### src/rtl/fltadd_seq.sv
// fltadd_seq: multi-cycle floating-point add/subtract with round-to-nearest-even,
// overflow saturation and underflow flush, driven by a start/done handshake.
module fltadd_seq #(
    parameter int EXP_W = 5,
    parameter int MAN_W = 10
) (
    input  logic                   clk,
    input  logic                   reset,
    input  logic                   start,
    input  logic                   op_sub,
    input  logic [EXP_W+MAN_W:0]   a,
    input  logic [EXP_W+MAN_W:0]   b,
    output logic                   busy,
    output logic                   done,
    output logic [EXP_W+MAN_W:0]   result,
    output logic                   ovf,
    output logic                   unf,
    output logic                   zero
);
    localparam int W   = 1 + EXP_W + MAN_W;
    localparam int M   = MAN_W + 4;             // hidden + mantissa + guard/round/sticky
    localparam int XW  = EXP_W + 2;             // signed working exponent, room for over/underflow
    localparam int DW  = $clog2(MAN_W + 4);
    localparam int CAP = MAN_W + 3;

    localparam logic signed [XW-1:0] X_ONE   = XW'(1);
    localparam logic signed [XW-1:0] EXP_MAX = XW'((1 << EXP_W) - 1);

    typedef enum logic [2:0] {IDLE, ALIGN, ADD, NORM, ROUND} state_t;

    state_t                 state_reg;
    logic                   sign_l_reg, sign_s_reg;
    logic signed [XW-1:0]   exp_reg;
    logic [M-1:0]           man_l_reg, man_s_reg;
    logic [DW-1:0]          diff_reg;
    logic [M:0]             sum_reg;

    // Operand unpack and ordering, evaluated on the inputs while IDLE.
    logic [EXP_W-1:0] ea, eb, ediff;
    logic             a_nz, b_nz, sb_eff, a_ge_b;
    logic [M-1:0]     ma, mb;
    logic [DW-1:0]    d_cap;

    assign ea     = a[W-2:MAN_W];
    assign eb     = b[W-2:MAN_W];
    assign a_nz   = (ea != '0);
    assign b_nz   = (eb != '0);
    assign ma     = a_nz ? {1'b1, a[MAN_W-1:0], 3'b000} : '0;
    assign mb     = b_nz ? {1'b1, b[MAN_W-1:0], 3'b000} : '0;
    assign sb_eff = b[W-1] ^ op_sub;
    // Full magnitude compare also settles the minuend for equal exponents.
    assign a_ge_b = {ea, ma} >= {eb, mb};
    assign ediff  = a_ge_b ? (ea - eb) : (eb - ea);

    always_comb begin
        d_cap = '0;
        // A zero operand skips alignment entirely so the other passes through unchanged.
        if (a_nz && b_nz)
            d_cap = (32'(ediff) > CAP) ? DW'(CAP) : DW'(ediff);
    end

    // Rounding and final exponent, consumed in ROUND.
    logic                   rnd_up;
    logic [MAN_W+1:0]       rnd;
    logic signed [XW-1:0]   exp_f;
    logic [MAN_W-1:0]       man_f;

    assign rnd_up = sum_reg[2] & (sum_reg[1] | sum_reg[0] | sum_reg[3]);
    assign rnd    = {1'b0, sum_reg[M-1:3]} + (MAN_W+2)'(rnd_up);
    assign exp_f  = exp_reg + XW'(rnd[MAN_W+1]);
    assign man_f  = rnd[MAN_W+1] ? rnd[MAN_W:1] : rnd[MAN_W-1:0];

    always_ff @(posedge clk or negedge reset) begin
        if (!reset) begin
            state_reg  <= IDLE;
            busy       <= 1'b0;
            done       <= 1'b0;
            result     <= '0;
            ovf        <= 1'b0;
            unf        <= 1'b0;
            zero       <= 1'b0;
            sign_l_reg <= 1'b0;
            sign_s_reg <= 1'b0;
            exp_reg    <= '0;
            man_l_reg  <= '0;
            man_s_reg  <= '0;
            diff_reg   <= '0;
            sum_reg    <= '0;
        end else begin
            done <= 1'b0;
            case (state_reg)
                IDLE: begin
                    if (start) begin
                        busy       <= 1'b1;
                        ovf        <= 1'b0;
                        unf        <= 1'b0;
                        zero       <= 1'b0;
                        sign_l_reg <= a_ge_b ? a[W-1] : sb_eff;
                        sign_s_reg <= a_ge_b ? sb_eff : a[W-1];
                        exp_reg    <= XW'(a_ge_b ? ea : eb);
                        man_l_reg  <= a_ge_b ? ma : mb;
                        man_s_reg  <= a_ge_b ? mb : ma;
                        diff_reg   <= d_cap;
                        state_reg  <= ALIGN;
                    end
                end
                ALIGN: begin
                    if (diff_reg != '0) begin
                        man_s_reg <= {1'b0, man_s_reg[M-1:2], man_s_reg[1] | man_s_reg[0]};
                        diff_reg  <= diff_reg - DW'(1);
                    end else begin
                        state_reg <= ADD;
                    end
                end
                ADD: begin
                    if (sign_l_reg == sign_s_reg)
                        sum_reg <= {1'b0, man_l_reg} + {1'b0, man_s_reg};
                    else
                        sum_reg <= {1'b0, man_l_reg} - {1'b0, man_s_reg};
                    state_reg <= NORM;
                end
                NORM: begin
                    if (sum_reg[M]) begin
                        sum_reg <= {1'b0, sum_reg[M:2], sum_reg[1] | sum_reg[0]};
                        exp_reg <= exp_reg + X_ONE;
                    end else if (!sum_reg[M-1] && sum_reg != '0) begin
                        sum_reg <= {sum_reg[M-1:0], 1'b0};
                        exp_reg <= exp_reg - X_ONE;
                    end else begin
                        state_reg <= ROUND;
                    end
                end
                ROUND: begin
                    if (sum_reg == '0) begin
                        result <= '0;
                        zero   <= 1'b1;
                    end else if (exp_f > EXP_MAX) begin
                        result <= {sign_l_reg, {EXP_W{1'b1}}, {MAN_W{1'b1}}};
                        ovf    <= 1'b1;
                    end else if (exp_f < X_ONE) begin
                        result <= '0;
                        unf    <= 1'b1;
                        zero   <= 1'b1;
                    end else begin
                        result <= {sign_l_reg, exp_f[EXP_W-1:0], man_f};
                    end
                    busy      <= 1'b0;
                    done      <= 1'b1;
                    state_reg <= IDLE;
                end
                default: state_reg <= IDLE;
            endcase
        end
    end
endmodule

### config.mk
export PLATFORM = sky130hd
export DESIGN_NAME = fltadd_seq
export DESIGN_NICKNAME = d
export VERILOG_FILES = /design/src/rtl/fltadd_seq.sv
export SDC_FILE = /design/constraint.sdc
export NUM_CORES = 1
export LEC_CHECK = 0
export CELL_PAD_IN_SITES_DETAIL_PLACEMENT = 1
export CELL_PAD_IN_SITES_GLOBAL_PLACEMENT = 2
export CORE_ASPECT_RATIO = 1.5
export CORE_MARGIN = 2
export CORE_UTILIZATION = 35
export CTS_CLUSTER_DIAMETER = 40
export DETAILED_ROUTE_END_ITERATION = 8
export GPL_TIMING_DRIVEN = 1
export PLACE_DENSITY_LB_ADDON = 0.1
export SYNTH_ARGS = -nofsm -noshare
export SYNTH_HDL_FRONTEND = slang
export SYNTH_SLANG_ARGS = --single-unit
### constraint.sdc
create_clock -name clk -period 3.5 [get_ports clk]
set_input_delay 1.05 -clock clk [delete_from_list [all_inputs] [get_ports clk]]
set_output_delay 1.05 -clock clk [all_outputs]
set_load 0.1 [all_outputs]
==> out/metrics.yaml <==
job:
  cap_violations: 0
sta:
  fin_crit_sh: 0.983
  layout_setup_ws_ps: 59.8
  max_freq_mhz: 291
  worst_pin_slew_ps: 999
  fin_skew_ps: 10.7
  fin_crit_ps: 3440
  report.final.slew_viol_count: 0
  grt_setup_unrepaired: "true"
  final-setup-viol-count: 0
  finalHoldViolCount: 0
  slew_headroom: 0.334
routing:
  viasPerCell: 5.33
  ant_nets: 0
  wire_per_inst_um: 17.5
  drt-initial-drc-count: 258
  firstDrtPassIters: 4
  totalWireLength_um: 18200
  vias: 5533
  drc: 0
worst_setup_path:
  worst_ep_required_time_ps: 3700
  critPathMaxFanout: 8
  critPathLaunchType: "input pin"
  critPathMaxStageDelay_ps: 310
  endpoint_kind: "register"
  cp_common_cell: "buf_6"
  cp_cell_sequence: "buf_8 -> nor4_4 -> nand2_4 -> buf_6 -> buf_6 -> ha_1 -> nand4b_1 -> buf_4 -> o22ai_2 -> o41ai_4 -> buf_6 -> nand2_8 -> mux2i_4 -> mux2i_2 -> o211ai_1"
  critPathKind: "input pin to register"
  crit_slowest_cell: "nor4_4"
  arrival_ps: 3640
floorplan:
  fp.dieArea_mm2: 0.0178
  rows: 57
  fp.dieH_um: 162
  coreArea_mm2: 0.0163
  die_w_um: 110
  start_util: 0.360
  io_pins: 57
finish:
  final_util: 0.480
  nFillCells: 1922
  final_nets: 911
  largest_reg_flops: 16
  design_area_mm2: 0.00781
  finalNonFillerCells: 1038
  drive_gt1_frac: 0.243
  syn2layout_area_growth_pct: 33.3
  antenna_cells: 0
logic_synthesis:
  syn_inst: 698
  synth_edf_count: 0
  ys.flop_type: "dfrtp_1"
  synth_area_leader_cell: "dfrtp_1"
  synthTopCellsByArea: "dfrtp_1 33%, ha_1 9.2%, a21oi_1 5.8%"
  synth-async-reset-ratio: 1.00
  synth.distinct_cells: 64
  synth_top_area_frac: 0.329
  synthesis.area_mm2: 0.00586
  synth_common_cells: "77 x dfrtp_1, 77 x nand2_1, 75 x nor2_1"
  ys_seq_area_frac: 0.329
  ys_ff_latch: 77
  avgSynthCellArea_um2: 8.39
  yosysWarningCount: 0
  syn-num-nets: 781
pwr:
  power_density_mw_per_mm2: 993
  max-vdd-ir-drop_mv: 0.541
  p_leak_nw: 3.58
placed_design:
  hpwl_um: 14300
  postPlaceCellArea_mm2: 0.00710
  dp_slack_ps: -835
  io_buffers: 56
  place_inst: 1005
  gp_congestion: 0.820
worst_hold_path:
  min_path_type: "register to register"
clock_network:
  worstSkewPairLatency_ps: 340
  cts_root_buffer: "clkbuf_16"
  cts_made_buffers: 9
  htreeDepth: 3
  tritoncts: "done"
  clk_pin_slew_worst_paths_ps: 60
  clock-sinks: 77
  clock_path_buffers: 2
global_route:
  grt_max_degree: 78
  first_global_vias: 6157
  track_usage: 0.211
  grt-ovfl-total: 0
  antenna_found_initial: 0
  grt_first_pass_wirelength_um: 29600
run_status:
  outcome: "finished, final reports clean"
-- report_power, final --
part	switching, W	internal [W]	total, W
sequential	0.000459	0.00128	0.00174
combinational	0.00303	0.00203	0.00506
clock	0.000369	0.000585	0.000953
-- critical path, delay by kind of cell --
| family | cells | cell delay (ps) |
|---|---|---|
| buf+inv | 5 | 680 |
| fa+ha+maj | 1 | 280 |
| compound gates | 3 | 330 |
| simple gates | 4 | 720 |
| mux | 2 | 550 |
-- metal layers --
| metal | global-route usage | vias to the layer above | wire, µm |
|---|---|---|---|
| met2 | 0.418 | 77 | 10500 |
| met3 | 0.0228 | 21 | 338 |
| li1 | - | 2742 | - |
| met1 | 0.223 | 2693 | 6980 |
| met4 | 0.0679 | 0 | 356 |
| met5 | 0 | - | 0 |
-- repair_timing --
action | in CTS | in global routing
hold buffers | 0 | 0
pin swaps | 20 | 11
cloned | 1 | 3
buffers inserted | 9 | 5
setup endpoints to repair | 33 | 32
resized for setup | 61 | 24
-- path summary, 6_finish.rpt --
path                                           from                       to  slack, ps  cells past startpoint
max                                           a[14]  diff_reg[3]$_DFFE_PN0P_         60                     15
min                                 ovf$_DFFE_PN0P_          ovf$_DFFE_PN0P_        480                      1
max reg2reg                man_s_reg[0]$_DFFE_PN0P_  sum_reg[14]$_DFFE_PN0P_        260                     14
min reg2reg                         ovf$_DFFE_PN0P_          ovf$_DFFE_PN0P_        480                      1
max in group asynchronous                     reset   sum_reg[3]$_DFFE_PN0P_       1930                      1
min in group asynchronous                     reset   result[10]$_DFFE_PN0P_        860                      1
-- placed cells by master (no fill, tap or decap), types with 6 or more instances in the layout --
cell             instances
a211oi_1                 8
a21o_1                  14
a21oi_1                 65
a222oi_1                 6
and2_1                   9
and3_1                   6
buf_4                  109
buf_6                    7
clkbuf_16               11
clkdlybuf4s50_1         24
dfrtp_1                 76
ha_1                    34
inv_1                   18
inv_2                    7
mux2i_1                  8
nand2_1                 72
nand2b_1                 9
nand3_1                 19
nor2_1                  74
nor3_1                  10
nor4_1                   9
o21ai_0                 16
o21ai_1                 53
o21bai_1                 6
o31ai_1                 10
xnor2_1                 19
xor2_1                  26
-- cells by family (layout without fill, tap and decap cells) --
| kind of cell | Yosys count | in the layout | share of synthesized area |
|---|---|---|---|
| xor gates and xnor gates | 46 | 46 | 0.0701 |
| and+or+nand+nor | 244 | 244 | 0.197 |
| AOI/OAI and AO/OA | 210 | 210 | 0.228 |
| DFF | 77 | 77 | 0.329 |
| adders and majority gates | 47 | 47 | 0.106 |
| muxes | 14 | 14 | 0.0269 |
| buffers and inverters | 60 | 194 | 0.0434 |
-- final cells by class --
| class | instances | area (µm²) | share of cell area |
|---|---|---|---|
| flip-flops and latches | 77 | 1930 | 0.247 |
| repair buffers | 154 | 1320 | 0.169 |
| multi-input cells | 561 | 3910 | 0.501 |
| clock inverters | 4 | 47.5 | 0.00609 |
| inverters | 25 | 93.8 | 0.0120 |
| well taps | 206 | 258 | 0.0330 |
| clock buffers | 11 | 253 | 0.0324 |
-- through the flow --
step           TNS (ps)  power [W]  hold WS, ps
3_5_place_dp     -23540    0.00674          474
2_1_floorplan     -13.6    0.00532          462
3_3_place_gp     -21010    0.00653          465
5_1_grt            -459    0.00844          525
4_1_cts               0    0.00776          489
6_report              0    0.00776          481
Power figures use the tool's default switching activity.
